==> src/rtl/regfile_pingpong.sv <==
// regfile_pingpong: double-buffered register file for the PE operand path.
// The producer fills the current write bank one multi-word transfer block per
// cycle and commits it; the consumer reads the committed bank through
// NUM_READ_PORTS random-access ports and then releases it.
//
// Ports:
//   clock, resetn          sole clock (rising edge), synchronous active-low reset
//   writeValid/writeReady  transfer-block handshake; ready while write bank not full
//   writeAddrBlock         block index; lane i lands at word blk*WRITE_LANES+i
//   writeData              WRITE_LANES packed words, lane 0 in the low bits
//   writeCommit            with an accepted block: hand the bank to the reader
//   readBankValid          a committed bank is available to the reader
//   readRelease            reader is done with the current read bank
//   readAddr/readData      per-port word address / data, one cycle latency
//   bankCount              number of full banks (0..2)
module regfile_pingpong #(
  parameter int PORT_WIDTH     = 16,
  parameter int ADDR_WIDTH     = 4,
  parameter int WRITE_LANES    = 2,
  parameter int NUM_READ_PORTS = 2,
  localparam int LANE_BITS     = $clog2(WRITE_LANES),
  localparam int BLK_WIDTH     = ((ADDR_WIDTH - LANE_BITS) < 1) ? 1 : (ADDR_WIDTH - LANE_BITS)
) (
  input  logic                                 clock,
  input  logic                                 resetn,
  input  logic                                 writeValid,
  output logic                                 writeReady,
  input  logic [BLK_WIDTH-1:0]                 writeAddrBlock,
  input  logic [WRITE_LANES*PORT_WIDTH-1:0]    writeData,
  input  logic                                 writeCommit,
  output logic                                 readBankValid,
  input  logic                                 readRelease,
  input  logic [NUM_READ_PORTS*ADDR_WIDTH-1:0] readAddr,
  output logic [NUM_READ_PORTS*PORT_WIDTH-1:0] readData,
  output logic [1:0]                           bankCount
);

  localparam int DEPTH = 1 << ADDR_WIDTH;

  logic [PORT_WIDTH-1:0] mem_q [2*DEPTH];
  logic [1:0]            full_q, full_d;
  logic                  wr_bank_q, wr_bank_d;
  logic                  rd_bank_q, rd_bank_d;
  logic                  rd_bank_cap_q;
  logic [ADDR_WIDTH-1:0] raddr_q [NUM_READ_PORTS];

  logic                  wr_accept;
  logic                  rd_release;
  logic [ADDR_WIDTH-1:0] blk_base;

  assign writeReady    = ~full_q[wr_bank_q];
  assign readBankValid = full_q[rd_bank_q];
  assign bankCount     = {full_q[0] & full_q[1], full_q[0] ^ full_q[1]};

  assign wr_accept  = writeValid & writeReady;
  assign rd_release = readRelease & readBankValid;

  // First word of the addressed block; lanes are OR-ed into the low bits.
  assign blk_base = ADDR_WIDTH'(writeAddrBlock) << LANE_BITS;

  // Commit and release always target different banks (one needs the bank
  // empty, the other needs it full), so both updates can apply together.
  always_comb begin
    full_d    = full_q;
    wr_bank_d = wr_bank_q;
    rd_bank_d = rd_bank_q;
    if (wr_accept && writeCommit) begin
      full_d[wr_bank_q] = 1'b1;
      wr_bank_d         = ~wr_bank_q;
    end
    if (rd_release) begin
      full_d[rd_bank_q] = 1'b0;
      rd_bank_d         = ~rd_bank_q;
    end
  end

  always_ff @(posedge clock) begin
    if (!resetn) begin
      for (int w = 0; w < 2*DEPTH; w++) begin
        mem_q[w] <= '0;
      end
      full_q        <= '0;
      wr_bank_q     <= 1'b0;
      rd_bank_q     <= 1'b0;
      rd_bank_cap_q <= 1'b0;
      for (int p = 0; p < NUM_READ_PORTS; p++) begin
        raddr_q[p] <= '0;
      end
    end else begin
      full_q    <= full_d;
      wr_bank_q <= wr_bank_d;
      rd_bank_q <= rd_bank_d;
      // The bank is captured before a same-cycle release takes effect, so
      // addresses presented with the release still read the released bank.
      rd_bank_cap_q <= rd_bank_q;
      for (int p = 0; p < NUM_READ_PORTS; p++) begin
        raddr_q[p] <= readAddr[p*ADDR_WIDTH +: ADDR_WIDTH];
      end
      if (wr_accept) begin
        for (int l = 0; l < WRITE_LANES; l++) begin
          mem_q[{wr_bank_q, blk_base | ADDR_WIDTH'(l)}] <= writeData[l*PORT_WIDTH +: PORT_WIDTH];
        end
      end
    end
  end

  always_comb begin
    readData = '0;
    for (int p = 0; p < NUM_READ_PORTS; p++) begin
      readData[p*PORT_WIDTH +: PORT_WIDTH] = mem_q[{rd_bank_cap_q, raddr_q[p]}];
    end
  end

endmodule
==> config.mk <==
export PLATFORM = sky130hd
export DESIGN_NAME = regfile_pingpong
export DESIGN_NICKNAME = d
export VERILOG_FILES = /design/src/rtl/regfile_pingpong.sv
export SDC_FILE = /design/constraint.sdc
export NUM_CORES = 1
export LEC_CHECK = 0
export CORE_MARGIN = 2
export CORE_UTILIZATION = 55
export CTS_CLUSTER_DIAMETER = 120
export DETAILED_ROUTE_END_ITERATION = 12
export PLACE_DENSITY = 0.72
export SYNTH_ARGS = -nofsm -noshare
export SYNTH_HDL_FRONTEND = slang
export SYNTH_SLANG_ARGS = --single-unit
==> constraint.sdc <==
create_clock -name clock -period 7.41 [get_ports clock]
set_input_delay 0.741 -clock clock [delete_from_list [all_inputs] [get_ports clock]]
set_output_delay 0.741 -clock clock [all_outputs]
set_load 0.01 [all_outputs]
### Word level (Yosys, flattened, before mapping)

Memory sizes are Yosys's and may differ from the RTL's.
Cells that the tools add are included.

* bitwise logic cells: 12
* reductions and logical operators: 5
* multiplexer cells: 23
* magnitude comparators: 4

Operator list (count)
* 2-to-1 mux 16 bit: 2
* OR reduction 16 bit: 2
* 2-to-1 mux 1 bit: 13
* 2-to-1 mux 5 bit: 2
* 2-to-1 mux 4 bit: 2
* less-than comparator 1 x 2 -> 1 bit, second input constant: 2
* 2-to-1 mux 2 bit: 2
* AND 1 bit: 3
* logical AND 1 bit: 3
* inverter 1 bit: 3
* AND 2 bit: 1
* demux 1 bit (select 1 bit): 2
* greater-or-equal comparator 1 bit, second input constant: 2
* inverter 2 bit: 1
* OR 1 bit: 2
* OR 2 bit: 1
* bitwise XOR 1 bit: 1

* memories: 2
* output and inout port bits: 36
* RAM bits: 520
* word-level logic and storage cells: 50
* input port bits: 48
* register bits after elaboration: 5

Memories
* mem_q: depth 32, bits a word 16, rd ports 2, clocked after memory_dff 0, wr ports 32, RTL line 40 `logic [PORT_WIDTH-1:0] mem_q [2*DEPTH];`
* raddr_q: depth 2, bits a word 4, rd ports 2, clocked after memory_dff 0, wr ports 2, RTL line 45 `logic [ADDR_WIDTH-1:0] raddr_q [NUM_READ_PORTS];`

### Longest topological paths before layout

* depth after elaboration: 9
* mapped depth: 8
* gate-level depth less buffers: 5

### Least setup slack after synthesis

No wires, ideal clock.

* kind: input -> register
* from: in writeAddrBlock[2]
* to: mem mem_q[26][0], enable pin
* stages: 3
* library setup time: 0.466 ns
* arrival: 3.797 ns
* required time: 6.944 ns
* path buffers: 1
* setup slack: 3.147 ns
* cells stage by stage: clkbuf_1 -> nand3_1 -> o21ai_0

RTL lines
* start, declared: RTL line 28 `input logic [BLK_WIDTH-1:0] writeAddrBlock,`
* end, declared: RTL line 40

==> flow_metrics.tcl <==
set metrics [dict create \
    hp-class "register to register" \
    hold_violations 0 \
    status "finished, final reports clean" \
    port_buffers 83 \
    synth.yosys.seq_area_share_pct 55.0 \
    first_pass_iters 6 \
    h-tree-depth 2 \
    core-area_um2 51200 \
    syn_inst 2329 \
    postCtsSetupBuffers 0 \
    use_met3_pct 5.04 \
    vdd_drop_max_uv 183 \
    drc 0 \
    clkSlewWorstSetupHoldPaths_ps 60 \
    syn_area_um2 28400 \
    cts_resized 0 \
    grt_usage_pct 32.7 \
    antenna_found_initial 4 \
    routabilityCongestion 0.887 \
    power.static_leakage_nw 11.4 \
    grt.busiest_layer "met2" \
    routed_wirelength_um 87200 \
    finalNetCount 2334 \
    post-route-period-util_pct 68.1 \
    ys_ff_latch 525 \
    synthDominantCellAreaShare_pct 54.1 \
    crit_fanout 106 \
    required_ps 6670 \
    path_class "register to output pin" \
    maxSlewHeadroom_pct 6.56 \
    rsz0062_at_grt "false" \
    io_pins 84 \
    yosysTopAreaCell "edfxtp_1" \
    ys_types 33 \
    layout-drive-gt1-share_pct 6.78 \
    cts_tree "done" \
    die_x_um 231 \
    vias 19527 \
    skew_ps 16.3 \
    setup_tns_ps 0 \
    cts-root-buf "clkbuf_16" \
    yosysMostFrequentCell "and2_1" \
    avgRoutedWirePerCell_um 29.0 \
    die_area_um2 53500 \
    grt_overflow 0 \
    grt_pass1_wl_um 127000 \
    clkLatencyLatePin_ps 630 \
    postSynthNetCount 2378 \
    via_per_inst 6.49 \
    finalHoldWorstSlack_ps 531 \
    use_met2_pct 55.1 \
    async_reset_ff_share_pct 0 \
    cts_made_buffers 56 \
    cellPowerDensity_nw_per_um2 224 \
    drv_cap 0 \
    grt_max_degree 111 \
    cts.hold.buffers_added 0 \
    initial_utilization_pct 55.5 \
    finalPower_mw 7.04 \
    drt_iter0_markers 2136 \
    grtUsageMet1_pct 41.2 \
    cts_sinks 525 \
    area_delta_synth_final_pct 10.8 \
    ant_nets 0 \
    worst_pin_slew_ps 1400 \
    netlist_top_cells_count "and2_1 (524), mux2i_1 (513), edfxtp_1 (512), clkbuf_1 (137), a22oi_1 (128)" \
    cts_buffer_depth 3 \
    synth-main-ff-cell "edfxtp_1" \
    endpoint_kind "output pin" \
    period_minus_slack_ps 5040 \
    die_h_um 231 \
    grt_pass1_vias 19893 \
    drv_slew 0 \
    row_count 83 \
    synth_edf_count 512 \
    setup_viol 0 \
    dp_hpwl_um 50000 \
    max_freq_ghz 0.198 \
    yosys_warnings 0 \
    syn_area_per_cell_um2 12.2 \
    cp-start-kind "register" \
    ys_top_cells_by_area "edfxtp_1 (54%), mux2i_1 (18%), and2_1 (12%)" \
    worstPathArrival_ps 4300 \
]
layout make-up:
type                    count  area [um^2]
fillers                  3999        19700
flip-flops and latches    525        15600
multi-input cells        1585        12100
clock buffers              70         1480
repair buffers            117         1130
well taps                 680          851
clock inverters            32          285
diodes                      2         5.00
sequential cells by signal (all words and copies together) (netlist names):
signal / count
rd_bank_cap_q: 1
mem_q: 512
rd_bank_q: 1
raddr_q: 8
wr_bank_q: 1
full_q: 2
where the power goes:
group / leakage [nW] / total (mW) / switching [mW] / internal [mW]
Sequential: 5.41 / 3.46 / 0.0797 / 3.38
Combinational: 5.09 / 0.833 / 0.533 / 0.300
Clock: 0.861 / 2.75 / 1.17 / 1.58
kinds of logic after synthesis:
logic type / after synthesis / share of synthesized area (%)
AOI/OAI and AO/OA: 298 / 7.40
adders and majority gates: 1 / 0.0440
buffers and inverters: 219 / 3.24
DFF: 525 / 55.0
muxes: 514 / 18.1
and+or+nand+nor: 772 / 16.2
critical path, stage by stage, from the launching register on:
cell,delay [ps]
dfxtp_4,860
buf_12,650
mux2i_1,190
a22o_1,270
nor3_1,490
a31oi_1,110
nand3_1,320
clkdlybuf4s50_1,630
metal layers:
metal	share of wire, %	vias up
li1	-	8530
met1	38	9745
met2	49	1005
met3	8.7	245
met4	5.1	2
met5	0.016	-
layout by cell type (no fill, tap or decap), drive strengths merged, types with 4 or more instances in the layout:
master / count
bufinv: 5
a22o: 64
dfxtp: 13
nand2: 70
edfxtp: 512
a31oi: 33
o21ai: 6
clkbuf: 70
and2: 524
nand4: 32
buf: 35
clkdlybuf4s50: 82
nor2b: 4
a22oi: 128
a21oi: 65
nor3: 40
mux2i: 513
nor2: 11
nand2b: 16
clkinv: 25
nand3: 68
per-stage QoR:
stage / cells / worst slack [ps] / instance area [um^2] / utilization, %
after floorplan: 2329 / 3150 / 28400 / -
after CTS: 3009 / 2420 / 31500 / 61.5
final: 3011 / 2370 / 31500 / 61.5
after detailed placement: 2907 / 2730 / 29700 / 58.0
after global placement: 2907 / 2860 / 29700 / 58.0
after global routing: 3009 / 2300 / 31500 / 61.5
path summary, 6_finish.rpt:
check / slack (ps) / cells after the start / start / end
worst max-delay path: 2370 / 7 / raddr_q[0][5] / readData[29]
worst min-delay path: 530 / 1 / rd_bank_q / rd_bank_cap_q
worst max register to register: 3070 / 5 / wr_bank_q / mem_q[20][11]
worst min register to register: 530 / 1 / rd_bank_q / rd_bank_cap_q
No activity file was read; power rests on OpenSTA's default activity.
